`config.mk`:
```
export PLATFORM = sky130hd
export DESIGN_NAME = aes_job_ctrl_flat
export DESIGN_NICKNAME = d
export VERILOG_FILES = /design/src/rtl/aes_job_ctrl_pkg.sv /design/src/rtl/aes_job_ctrl_if.sv /design/src/rtl/aes_job_ctrl_rr_arb.sv /design/src/rtl/aes_job_ctrl.sv /design/src/flat_wrapper.sv
export SDC_FILE = /design/constraint.sdc
export NUM_CORES = 1
export LEC_CHECK = 0
export ABC_AREA = 1
export CELL_PAD_IN_SITES_DETAIL_PLACEMENT = 2
export CELL_PAD_IN_SITES_GLOBAL_PLACEMENT = 2
export CORE_AREA = 2 2 256 258
export DETAILED_ROUTE_END_ITERATION = 8
export DIE_AREA = 0 0 258 260
export PLACE_DENSITY_LB_ADDON = 0.2
export SLEW_MARGIN = 20
export SYNTH_ARGS = -nofsm -noshare
export SYNTH_HDL_FRONTEND = slang
export SYNTH_SLANG_ARGS = --single-unit
```
`constraint.sdc`:
```
create_clock -name eph1 -period 9.5 [get_ports eph1]
set_clock_uncertainty 0.05 [all_clocks]
set_input_delay 1.9 -clock eph1 [delete_from_list [all_inputs] [get_ports eph1]]
set_output_delay 1.9 -clock eph1 [all_outputs]
set_load 0.1 [all_outputs]
```
`src/rtl/aes_job_ctrl_pkg.sv`:
```
// -----------------------------------------------------------------------------
// aes_pkg -- shared types and constants for the AES job controller slice.
//   state_t          : controller FSM states (IDLE, LAUNCH, BUSY, RESP)
//   KS_128/192/256   : key-size encodings carried on req_key_size/core_key_size
//   job_t            : latched job fields {dec, key_size, data}
//   TIMEOUT_CYC_DEF  : default watchdog limit (used only with AES_TIMEOUT_EN)
// No ports.
// -----------------------------------------------------------------------------
package aes_pkg;

    typedef enum logic [1:0] {
        ST_IDLE   = 2'd0,
        ST_LAUNCH = 2'd1,
        ST_BUSY   = 2'd2,
        ST_RESP   = 2'd3
    } state_t;

    // Any key_size with bit 1 set selects 256-bit keys.
    localparam logic [1:0] KS_128 = 2'b00;
    localparam logic [1:0] KS_192 = 2'b01;
    localparam logic [1:0] KS_256 = 2'b10;

    typedef struct packed {
        logic         dec;
        logic [1:0]   key_size;
        logic [127:0] data;
    } job_t;

    localparam int unsigned TIMEOUT_CYC_DEF = 64;

endpackage

```
`src/rtl/aes_job_ctrl_if.sv`:
```
// -----------------------------------------------------------------------------
// aes_job_ctrl_if -- request/response/core signal bundle of aes_job_ctrl.
//   req_valid/req_ready/req_dec/req_data/req_key_size : two requester ports
//   resp_valid/resp_ready/resp_data/resp_err          : shared result port
//   core_start/core_dec/core_key_size/core_data       : launch to AES core
//   core_fin/core_out                                 : AES core completion
// Modports: slave = controller side, master = requesters + core side.
// -----------------------------------------------------------------------------
interface aes_job_ctrl_if;

    logic [1:0]        req_valid;
    logic [1:0]        req_ready;
    logic [1:0]        req_dec;
    logic [1:0][127:0] req_data;
    logic [1:0][1:0]   req_key_size;

    logic [1:0]        resp_valid;
    logic [1:0]        resp_ready;
    logic [127:0]      resp_data;
    logic              resp_err;

    logic              core_start;
    logic              core_dec;
    logic [1:0]        core_key_size;
    logic [127:0]      core_data;
    logic              core_fin;
    logic [127:0]      core_out;

    modport slave (
        input  req_valid, req_dec, req_data, req_key_size, resp_ready,
               core_fin, core_out,
        output req_ready, resp_valid, resp_data, resp_err,
               core_start, core_dec, core_key_size, core_data
    );

    modport master (
        output req_valid, req_dec, req_data, req_key_size, resp_ready,
               core_fin, core_out,
        input  req_ready, resp_valid, resp_data, resp_err,
               core_start, core_dec, core_key_size, core_data
    );

endinterface

```
`src/rtl/aes_job_ctrl_rr_arb.sv`:
```
// -----------------------------------------------------------------------------
// aes_rr_arb -- 2-input round-robin arbiter with pointer update.
//   eph1  : clock (rising edge)
//   reset : asynchronous active-high reset (pointer -> 0)
//   en    : arbitration enabled (controller idle)
//   valid : per-requester request
//   grant : one-hot combinational grant; a grant is also the acceptance
// The pointer moves to the loser after every grant, so two permanently
// requesting clients alternate.
// -----------------------------------------------------------------------------
module aes_rr_arb (
    input  logic       eph1,
    input  logic       reset,
    input  logic       en,
    input  logic [1:0] valid,
    output logic [1:0] grant
);

    logic rr;

    always_comb begin
        grant = '0;
        if (en) begin
            if (valid[rr]) begin
                grant[rr] = 1'b1;
            end else if (valid[~rr]) begin
                grant[~rr] = 1'b1;
            end
        end
    end

    // rr = ~owner; owner index is grant[1] for a one-hot grant.
    always_ff @(posedge eph1 or posedge reset) begin
        if (reset) begin
            rr <= 1'b0;
        end else if (|grant) begin
            rr <= ~grant[1];
        end
    end

endmodule

```
`src/rtl/aes_job_ctrl.sv`:
```
// -----------------------------------------------------------------------------
// aes_job_ctrl -- single-job controller sharing one AES core between an
// encrypt client (index 0) and a decrypt client (index 1).
//   eph1  : clock, all state updates on rising edge
//   reset : asynchronous active-high reset, discards any in-flight job
//   bus   : aes_job_ctrl_if.slave (request, response and core signals)
// Parameter TIMEOUT_CYC: watchdog limit in BUSY cycles.
// Optional macro AES_TIMEOUT_EN: enables the BUSY watchdog; on expiry the job
// is answered with resp_err = 1 and resp_data = 0. Without it resp_err is 0
// and BUSY waits for core_fin indefinitely.
// -----------------------------------------------------------------------------
module aes_job_ctrl
    import aes_pkg::*;
#(
    parameter int unsigned TIMEOUT_CYC = TIMEOUT_CYC_DEF
) (
    input  logic           eph1,
    input  logic           reset,
    aes_job_ctrl_if.slave  bus
);

    state_t       state;
    state_t       state_nxt;
    logic [1:0]   grant;
    logic         accept;
    logic         win;
    job_t         job_in;
    job_t         job_q;
    logic         owner_q;
    logic [127:0] resp_data_q;
    logic         fin_busy;
    logic         timeout;

    // Grant is blanked while reset is high so req_ready drops immediately.
    aes_rr_arb u_arb (
        .eph1  (eph1),
        .reset (reset),
        .en    ((state == ST_IDLE) && !reset),
        .valid (bus.req_valid),
        .grant (grant)
    );

    assign accept   = |grant;
    assign win      = grant[1];
    assign fin_busy = (state == ST_BUSY) && bus.core_fin;

    always_comb begin
        job_in          = '0;
        job_in.dec      = bus.req_dec[win];
        job_in.key_size = bus.req_key_size[win];
        job_in.data     = bus.req_data[win];
    end

    // State register
    always_ff @(posedge eph1 or posedge reset) begin
        if (reset) begin
            state <= ST_IDLE;
        end else begin
            state <= state_nxt;
        end
    end

    // Next-state logic
    always_comb begin
        state_nxt = state;
        unique case (state)
            ST_IDLE:   if (accept) state_nxt = ST_LAUNCH;
            ST_LAUNCH: state_nxt = ST_BUSY;
            ST_BUSY:   if (bus.core_fin || timeout) state_nxt = ST_RESP;
            ST_RESP:   if (bus.resp_ready[owner_q]) state_nxt = ST_IDLE;
            default:   state_nxt = ST_IDLE;
        endcase
    end

    // Output logic
    always_comb begin
        bus.req_ready  = grant;
        bus.core_start = (state == ST_LAUNCH);
        bus.resp_valid = '0;
        if (state == ST_RESP) begin
            bus.resp_valid[owner_q] = 1'b1;
        end
    end

    // Job latch on acceptance; held until the next acceptance.
    always_ff @(posedge eph1 or posedge reset) begin
        if (reset) begin
            job_q   <= '0;
            owner_q <= 1'b0;
        end else if (accept) begin
            job_q   <= job_in;
            owner_q <= win;
        end
    end

    // Result capture; core_fin outside BUSY is ignored.
    always_ff @(posedge eph1 or posedge reset) begin
        if (reset) begin
            resp_data_q <= '0;
        end else if (fin_busy) begin
            resp_data_q <= bus.core_out;
        end else if (timeout) begin
            resp_data_q <= '0;
        end
    end

    assign bus.core_dec      = job_q.dec;
    assign bus.core_key_size = job_q.key_size;
    assign bus.core_data     = job_q.data;
    assign bus.resp_data     = resp_data_q;

`ifdef AES_TIMEOUT_EN
    localparam int unsigned CW = $clog2(TIMEOUT_CYC + 1);

    logic [CW-1:0] cnt;
    logic          resp_err_q;

    // cnt holds the number of BUSY cycles already completed, so the limit
    // is hit during the TIMEOUT_CYC-th BUSY cycle; core_fin wins that cycle.
    always_ff @(posedge eph1 or posedge reset) begin
        if (reset) begin
            cnt <= '0;
        end else if (state == ST_LAUNCH) begin
            cnt <= '0;
        end else if (state == ST_BUSY) begin
            cnt <= cnt + 1'b1;
        end
    end

    assign timeout = (state == ST_BUSY) && !bus.core_fin
                     && (cnt == CW'(TIMEOUT_CYC - 1));

    always_ff @(posedge eph1 or posedge reset) begin
        if (reset) begin
            resp_err_q <= 1'b0;
        end else if (fin_busy) begin
            resp_err_q <= 1'b0;
        end else if (timeout) begin
            resp_err_q <= 1'b1;
        end
    end

    assign bus.resp_err = resp_err_q;
`else
    logic unused_timeout_cyc;

    assign timeout            = 1'b0;
    assign bus.resp_err       = 1'b0;
    assign unused_timeout_cyc = (TIMEOUT_CYC != 0);
`endif

endmodule
```
`src/flat_wrapper.sv`:
```
// flat-port wrapper written by rule: the top's interface ports become plain ports
module aes_job_ctrl_flat import aes_pkg::*;
#(
    parameter int unsigned TIMEOUT_CYC = TIMEOUT_CYC_DEF
)
  (eph1, reset, bus_req_valid, bus_req_dec, bus_req_data, bus_req_key_size, bus_resp_ready, bus_core_fin, bus_core_out, bus_req_ready, bus_resp_valid, bus_resp_data, bus_resp_err, bus_core_start, bus_core_dec, bus_core_key_size, bus_core_data);
  aes_job_ctrl_if bus_i ();
  input  logic eph1;
  input  logic reset;
  input wire logic [$bits(bus_i.req_valid)-1:0] bus_req_valid;
  input wire logic [$bits(bus_i.req_dec)-1:0] bus_req_dec;
  input wire logic [$bits(bus_i.req_data)-1:0] bus_req_data;
  input wire logic [$bits(bus_i.req_key_size)-1:0] bus_req_key_size;
  input wire logic [$bits(bus_i.resp_ready)-1:0] bus_resp_ready;
  input wire logic [$bits(bus_i.core_fin)-1:0] bus_core_fin;
  input wire logic [$bits(bus_i.core_out)-1:0] bus_core_out;
  output wire logic [$bits(bus_i.req_ready)-1:0] bus_req_ready;
  output wire logic [$bits(bus_i.resp_valid)-1:0] bus_resp_valid;
  output wire logic [$bits(bus_i.resp_data)-1:0] bus_resp_data;
  output wire logic [$bits(bus_i.resp_err)-1:0] bus_resp_err;
  output wire logic [$bits(bus_i.core_start)-1:0] bus_core_start;
  output wire logic [$bits(bus_i.core_dec)-1:0] bus_core_dec;
  output wire logic [$bits(bus_i.core_key_size)-1:0] bus_core_key_size;
  output wire logic [$bits(bus_i.core_data)-1:0] bus_core_data;
  assign bus_i.req_valid = bus_req_valid;
  assign bus_i.req_dec = bus_req_dec;
  assign bus_i.req_data = bus_req_data;
  assign bus_i.req_key_size = bus_req_key_size;
  assign bus_i.resp_ready = bus_resp_ready;
  assign bus_i.core_fin = bus_core_fin;
  assign bus_i.core_out = bus_core_out;
  assign bus_req_ready = bus_i.req_ready;
  assign bus_resp_valid = bus_i.resp_valid;
  assign bus_resp_data = bus_i.resp_data;
  assign bus_resp_err = bus_i.resp_err;
  assign bus_core_start = bus_i.core_start;
  assign bus_core_dec = bus_i.core_dec;
  assign bus_core_key_size = bus_i.core_key_size;
  assign bus_core_data = bus_i.core_data;
  aes_job_ctrl #(.TIMEOUT_CYC(TIMEOUT_CYC)) u_core (.eph1(eph1), .reset(reset), .bus(bus_i));
endmodule
```
* After elaboration in Yosys (flattened, before gate mapping)
Cells that the tools add are included.
Storage, ports and cells: flip-flop bits (word level) 263, output and inout port bits 265, bits of input ports 397
Operators by class: order comparisons 7, multiplexer cells 26, equality and inequality tests 6, bitwise logic cells 2, reduce and logical (&&, ||, !) cells 9
Operators with widths (count):
- $mux W128 | 2
- $mux W2 | 9
- $mux W1 | 11
- $lt A1 B2 Y1 const B | 4
- $pmux W2 S4 | 1
- $logic_and A1 B1 Y1 | 5
- $eq A2 B2 Y1 const B | 2
- $ne A2 B1 Y1 const B | 2
- $demux W1 S1 | 3
- $ge A1 B1 Y1 const B | 3
- $reduce_and A3 Y1 | 1
- $eq A2 B1 Y1 const B | 1
- $logic_not A2 Y1 | 1
- $ne A2 B2 Y1 const B | 1
- $not A1 Y1 | 2
- $reduce_or A2 Y1 | 1
- $logic_not A1 Y1 | 1

* Logic depth before layout (Yosys ltp)
Gate-level depths: netlist of the first run.
depth in word-level cells 11, depth in mapped cells 10, depth with buffers taken out 9

* Hierarchy
From an unflattened synthesis of the first run, not the netlist that was laid out.
Second synthesis, totals: cells, all modules 1014, area, all modules 10660.2 um^2
Modules (own cells, without submodules):
- aes_job_ctrl | area each 10592.7 um^2, sequential area each 6556.3 um^2, cells each 1002, times used 1
- aes_rr_arb | area each 67.6 um^2, sequential area each 25.0 um^2, cells each 12, times used 1

* Least setup slack after synthesis of the first run
No wires, ideal clock.
path kind input -> register, start point in reset, end point reg u_core.job_q (netlist bit u_core.bus.core_data[100]), arrival 8.900 ns, cell stages on the path 6, setup time 0.128 ns, buffers on the path 2, slack 0.422 ns, cell sequence inv_1 > o211ai_2 > buf_2 > buf_2 > nand2_1 > nand3_1
On the way: cells in the longest elaborated chain, start to end 5, elaborated cells on any way between the ends 6, classes of those cells mux (3); reduce/logical (3)
RTL lines:
- start: declaration | RTL line flat_wrapper.sv:9 | input logic reset;
- $logic_not A1 Y1 (*) | RTL line aes_job_ctrl.sv:38 | .en ((state == ST_IDLE) && !reset),
- $logic_and A1 B1 Y1 (*) | RTL line aes_job_ctrl.sv:38
- $mux W2 (*) | RTL line aes_job_ctrl_rr_arb.sv:23 | if (en) begin
- $mux W128 (implied by the code) (2 in a row) | RTL line aes_job_ctrl.sv:51 | job_in.data = bus.req_data[win];
- end signal: assignment | RTL line aes_job_ctrl.sv:91 | job_q <= job_in;
- end: declaration | RTL line aes_job_ctrl.sv:28 | job_t job_q;
Every way passes the cells marked *; elsewhere a longest branch is shown, timed or not. The select of a mux whose other input is x is not followed. A chain may end at the register's enable or synchronous reset.

* Worst setup path after layout of the first run
start point in bus_req_valid[1], end point out bus_req_ready[1]
On the way: cells in the longest elaborated chain, start to end 5, elaborated cells on any way between the ends 7, classes of those cells mux (7)
RTL lines:
- start: declaration | RTL line flat_wrapper.sv:10 | input wire logic [$bits(bus_i.req_valid)-1:0] bus_req_valid;
- $mux W1 (implied by the code) (2 in a row) | RTL line aes_job_ctrl_rr_arb.sv:26 | end else if (valid[~rr]) begin
- $mux W2 | RTL line aes_job_ctrl_rr_arb.sv:26
- $mux W2 (*) | RTL line aes_job_ctrl_rr_arb.sv:24 | if (valid[rr]) begin
- $mux W2 (*) | RTL line aes_job_ctrl_rr_arb.sv:23
- end: declaration | RTL line flat_wrapper.sv:17 | output wire logic [$bits(bus_i.req_ready)-1:0] bus_req_ready;
Marked as above.

==> metrics.md, run 1 <==
| Metric | Value |
|---|---|
| Run status | finished, final reports clean |
| Per-cell routed wire length | 21.0 um |
| Clock transition at the register clock pins on the worst setup and hold paths after CTS | 0.06 ns |
| Quantity of I/O buffers inserted on ports | 660 |
| Primary FF master, synth | dfrtp_1 |
| Total Negative Setup Slacks | 0 ns |
| Total global-route track usage | 16.7% |
| Synthesized cell area | 11400 um^2 |
| Chip Height | 260 um |
| Worst hold path type | flip-flop to flip-flop |
| Capturing point of the worst reg2reg path | u_core.bus.core_data[78] |
| Setup Viol. Count Final | 0 |
| Number of H-tree levels | 2 |
| Start-to-end type of the worst setup path | input port to output port |
| Total of hold buffers inserted after clock tree synthesis | 0 |
| Longest Clk Path Bufs | 3 |
| Hold Violations, Final | 0 |
| Number of slew-limit violations in the final report | 0 |
| Crit path launch | bus_req_valid[1] |
| End point of the critical path | bus_req_ready[1] |
| Routed via count | 11000 |
| Relative slew slack | 20.3% |
| Actual slew at the worst max-slew pin | 1.19 ns |
| Core Footprint | 64100 um^2 |
| Critical Path End Type | output port |
| RSZ-0062 raised after global routing | no |
| Maximum net fanout on the critical path | 103 |
| Instance count of the mapped netlist | 1203 |
| Root buffer selected by CTS | clkbuf_16 |
| Row cnt | 93 |
| Die Area | 67100 um^2 |
| Final Routed Wirelength | 57.4 mm |
| Number of distinct standard cells referenced by the synthesized netlist | 21 |
| Synthesized-area fraction occupied by ao, oa, aoi and oai cells | 3.97% |
| Post-DP HPWL | 43.7 mm |
| Share of cells above drive strength 1 | 10.9% |
| Max frequency | 0.138 GHz |
| Clock latency on the worst-skew pair | 0.54 ns |
| Sequential-to-total area share from yosys stat | 57.7% |
| Fraction of synthesized cell area in xor and xnor cells | 0% |
| Worst path required time | 7.55 ns |
| Drt pass-1 iters | 4 |
| Total I/O pin count | 662 |
| Overflow left after global routing | 0 |
| Worst reg2reg path depth | 9 |
| Initial antenna violation count | 17 |
| Effective utilization at floorplan | 17.8% |
| Fin nets | 2249 |
| Adder and majority gate portion of the synthesized area | 0.548% |
| Remaining antenna violation count | 0 |
| Sort of element at the start of the critical path | input port |
| Combinational family with the most area after synthesis | simple AND/OR/NAND/NOR gates |
| Warning count from the yosys run | 0 |
| Total CTS buffers | 37 |
| Global placement routability congestion | 0.765 |
| R2r startpoint | u_core.state[0] |
| Remaining routing DRC violations | 0 |
| Minimum clock period | 7.27 ns |
| Vias in the first global route | 12177 |
| Vias per cell | 4.02 |
| First-pass GRT wire length | 83.3 mm |
| Number of flops mapped to enable cells by yosys | 0 |
| Basic-gate share of the synthesized area counting and, or, nand and nor cells | 18.8% |
| Reported max-cap violation count | 0 |
| Count of routing violations after the opening detailed-route iteration | 347 |
| Setup repair bufs after CTS | 0 |
| Mux contribution to synthesized area | 12.6% |
| Number of clock sinks | 263 |
| Worst path arrival time | 5.32 ns |
| Average size of a mapped cell | 9.48 um^2 |
| Post-cts gate resize count | 0 |
| Horizontal die dimension | 258 um |
| Flop-to-flop setup slack | 6.22 ns |
| Maximum number of pins on one net before global-route repair | 104 |
| Post-synthesis register bit count | 263 |
| Synth Net Count | 1605 |
| Proportion of synthesized flip-flops having asynchronous set or reset | 100% |
| Area added between synthesis and finish | 75.7% |
| CTS tree | built |
| Ratio of final minimum period to clock period | 76.5% |
[metal layers]
metal	part of all wire, %	vias up	GRT usage, %
met1	37	5428	17.9
met5	0.26	-	0
li1	-	5068	-
met2	51	400	30.0
met4	1.7	24	3.63
met3	10	80	7.72
[sequential cells by signal (all words and copies together), names as in the netlist]
register,count
u_core.owner_q,1
u_core.state,2
u_core.bus.core_dec,1
u_core.bus.resp_data,128
u_core.bus.core_key_size,2
u_core.bus.core_data,128
u_core.u_arb.rr,1
[worst min path at each step]
stage,from,to,slack [ns],cells after the start
final,u_core.bus.core_data[97],u_core.bus.core_data[97],0.43,2
after global routing,u_core.bus.core_data[33],u_core.bus.core_data[33],0.46,2
after CTS,u_core.bus.core_data[108],u_core.bus.core_data[108],0.44,2
after detailed placement,u_core.bus.core_data[108],u_core.bus.core_data[108],0.42,2
after global placement,u_core.bus.core_data[83],u_core.bus.core_data[83],0.42,2
after floorplan,u_core.u_arb.rr,u_core.u_arb.rr,0.39,2
[metrics by stage]
step / util, % / setup WS [ns] / std cells / hold slack [ns] / area [um^2]
finish: 31.3 / 2.23 / 2734 / 0.433 / 20100
CTS: 31.3 / 2.16 / 2728 / 0.438 / 20000
global placement: 29.4 / 2.19 / 2663 / 0.416 / 18900
global route: 31.3 / 2.01 / 2730 / 0.463 / 20000
floorplan: - / 0.275 / 1203 / 0.392 / 11400
detailed placement: 29.4 / 2.18 / 2663 / 0.422 / 18900
[layout make-up]
| type | instances | area [um^2] |
|---|---|---|
| repair buffers | 670 | 6680 |
| well taps | 855 | 1070 |
| diodes | 6 | 15.0 |
| multi-input cells | 775 | 4150 |
| inverters | 100 | 383 |
| clock buffers | 56 | 1100 |
| fillers | 7078 | 44100 |
| clock inverters | 9 | 80.1 |
| flip-flops and latches | 263 | 6580 |
[worst max-delay path, cell delays in order]
cell,delay [ns]
clkdlybuf4s50_1,0.56
nand2_1,0.12
nand2_1,0.17
nand2_8,0.39
inv_2,0.84
clkdlybuf4s50_1,1.29
[cells in the mapped netlist (2+ instances only)]
master,number,area share (%)
buf_2,52,2.3
nand3_1,45,2.0
inv_1,97,3.2
inv_2,2,0.066
nor2_1,91,3.0
clkbuf_1,7,0.23
nand2_1,411,14
buf_6,3,0.30
o21ai_1,79,3.5
mux2_2,128,13
ha_1,5,0.55
dfrtp_1,263,58
nand2_2,2,0.11
buf_4,3,0.20
o21ai_0,9,0.39
[placed cells by master, fill, tap and decap left out, types with 9 or more instances in the layout]
cell type and instances:
nor2_1 91, inv_1 96, dfrtp_1 263, o21ai_1 79, mux2_2 128, nand2_1 410, o21ai_0 9, clkdlybuf4s50_1 659
clkbuf_1 10, clkbuf_16 38, nand3_1 45, buf_4 11
[cells by family (layout without fill, tap and decap cells)]
kind of cell	after synthesis	in the layout
compound gates	89	89
flops	263	263
buf+inv	165	835
simple gates	552	552
other cells	1	7
fa+ha+maj	5	5
mux	128	128
Power of run 1 is left out: the tool's default activity adds up to more than one toggle a clock period on the data nets, which glitch-free logic cannot reach.
==> run 2, diff against run 1 <==
CORE_AREA = 2 2 258 260   (was 2 2 256 258)
DIE_AREA = 0 0 260 262   (was 0 0 258 260)
clock period = 7.01 ns   (was 9.5 ns; I/O delays follow)
==> metrics.md, run 2 (synthesized netlist as in run 1, its figures left out) <==
| Metric | Value |
|---|---|
| Commonest cells after routing, fill and taps aside | 650 x clkdlybuf4s50_1, 410 x nand2_1, 263 x dfrtp_1, 128 x mux2_2, 96 x inv_1 |
| Total global-route track usage | 16.3% (-0.46 points) |
| Final Routed Wirelength | 57.5 mm (+0.26%) |
| Per-cell routed wire length | 21.0 um (-0.14%) |
| Remaining antenna violation count | 0 (unchanged) |
| Critical Path End Type | output port |
| Max frequency | 0.201 GHz |
| Capturing point of the worst reg2reg path | u_core.bus.core_data[26] |
| Clock transition at the register clock pins on the worst setup and hold paths after CTS | 0.05 ns (about the same) |
| Minimum clock period | 4.96 ns |
| Core Footprint | 65300 um^2 (+1.8%) |
| Detailed route wirelength on metal3 | 6.33 mm (+7.0%) |
| Clock latency on the worst-skew pair | 0.52 ns (-0.02 ns) |
| Total Negative Setup Slacks | 0 ns (unchanged) |
| Area added between synthesis and finish | 75.9% |
| Terminating pin of the worst hold path | u_core.bus.core_data[88] |
| R2r startpoint | u_core.state[1] |
| Hold Violations, Final | 0 (unchanged) |
| Total of hold buffers inserted after clock tree synthesis | 0 (unchanged) |
| Top layer in use | met5 |
| Run status | finished, final reports clean |
| Maximum number of pins on one net before global-route repair | 144 (+38%) |
| Sequential cell area | 6580 um^2 (unchanged) |
| Setup repair bufs after CTS | 0 (unchanged) |
| Global placement routability congestion | 0.808 (+5.6%) |
| Total I/O pin count | 662 (unchanged) |
| Count of routing violations after the opening detailed-route iteration | 281 (-19%) |
| Initial antenna violation count | 32 (+15) |
| Share of cells above drive strength 1 | 11.3% (+0.40 points) |
| Total length of routed met2 wires | 28.7 mm (-1.6%) |
| Chip Height | 262 um (+0.77%) |
| Worst path required time | 5.56 ns (-1.99 ns) |
| Actual slew at the worst max-slew pin | 1.17 ns (-0.0229 ns) |
| Post-DP HPWL | 43.5 mm (-0.57%) |
| Sum of routed wire segments on met1 | 20.9 mm (-0.98%) |
| Number of fillers in the final layout | 7185 (+1.5%) |
| Root buffer selected by CTS | clkbuf_16 |
| Routed via count | 11026 (+0.24%) |
| Relative slew slack | 21.9% (+1.5 points) |
| Reported max-cap violation count | 0 (unchanged) |
| Worst path arrival time | 3.51 ns (-1.81 ns) |
| Vias per cell | 4.02 (-0.17%) |
| Flop-to-flop setup slack | 3.87 ns (-2.35 ns) |
| CTS tree | built |
| Remaining routing DRC violations | 0 (unchanged) |
| Area of combinational cells with multiple inputs | 4150 um^2 (unchanged) |
| Count of cells along the worst hold path | 2 (unchanged) |
| Sort of element at the start of the critical path | input port |
| Effective utilization at floorplan | 17.5% (-0.32 points) |
| Horizontal die dimension | 260 um (+0.78%) |
| Post-cts gate resize count | 0 (unchanged) |
| Hold Crit Start | u_core.bus.core_data[88] |
| Fin nets | 2248 (-0.044%) |
| Maximum net fanout on the critical path | 4 (-96%) |
| Worst hold path type | flip-flop to flip-flop |
| Longest Clk Path Bufs | 3 (unchanged) |
| Vias in the first global route | 12003 (-1.4%) |
| Row cnt | 94 (+1.1%) |
| Die Area | 68100 um^2 (+1.6%) |
| RSZ-0062 raised after global routing | no |
| Total CTS buffers | 36 (-2.7%) |
| Start-to-end type of the worst setup path | input port to output port |
| Number of clock sinks | 263 (unchanged) |
| Worst reg2reg path depth | 9 (unchanged) |
| Quantity of I/O buffers inserted on ports | 660 (unchanged) |
| Ratio of final minimum period to clock period | 70.8% |
| Number of H-tree levels | 2 (unchanged) |
| Setup Viol. Count Final | 0 (unchanged) |
| Drt pass-1 iters | 4 (unchanged) |
| Commonest non-fill, non-tap cell in the layout | clkdlybuf4s50_1 |
| First-pass GRT wire length | 82.0 mm (-1.6%) |
| Number of slew-limit violations in the final report | 0 (unchanged) |
| Overflow left after global routing | 0 (unchanged) |
run 2: cell types whose count changed in the layout (fill, tap and decap cells not counted), moves of 2 or more:
cell             change
buf_12               +2
buf_2                +2
buf_4                +5
bufinv_16            +2
clkbuf_1             -2
clkbuf_16            -2
clkbuf_8             +3
clkdlybuf4s50_1      -9
clkinv_2             -3
diode_2              +6
run 2: per-stage QoR:
step                cell area (um^2)  setup slack, ns  hold WS (ns)  utilization [%]  cells
finish                         20100             2.05         0.432             30.8   2745
floorplan                      11400            0.505         0.392                -   1203
detailed placement             18900             2.06         0.421             28.9   2672
global route                   20100             1.99         0.459             30.7   2739
CTS                            20000             2.04         0.436             30.7   2733
global placement               18900             2.07         0.417             28.9   2672
run 2: worst max path at each step:
stage	from	endpoint	slack [ns]	depth (start not counted)
2_1_floorplan	reset	u_core.bus.core_data[0]	0.50	6
3_3_place_gp	reset	bus_req_ready[0]	2.07	5
3_5_place_dp	reset	bus_req_ready[0]	2.06	5
4_1_cts	reset	bus_req_ready[0]	2.04	5
5_1_grt	reset	bus_req_ready[0]	1.99	5
6_report	reset	bus_req_ready[0]	2.05	5
run 2: critical path, stage by stage:
cell and delay, ns:
clkdlybuf4s50_1 0.49, nor2_4 0.23, nand3_2 0.17, clkinv_1 0.09
clkdlybuf4s50_1 1.13
run 2: per-layer routing:
metal  global-route usage [%]  vias to the layer above
li1                         -                     5053
met1                     17.3                     5400
met2                     28.5                      428
met3                     8.10                      103
met4                     4.45                       42
met5                        0                        -
run 2: cell type report:
type                            count  area share, %
Timing Repair Buffer              670           33.3
Sequential cell                   263           32.8
Multi-Input combinational cell    775           20.7
Clock buffer                       55           5.39
Tap cell                          864           5.39
Inverter                          100           1.89
Clock inverter                      6          0.486
Antenna cell                       12          0.150
Power of run 2 is left out for the same reason.
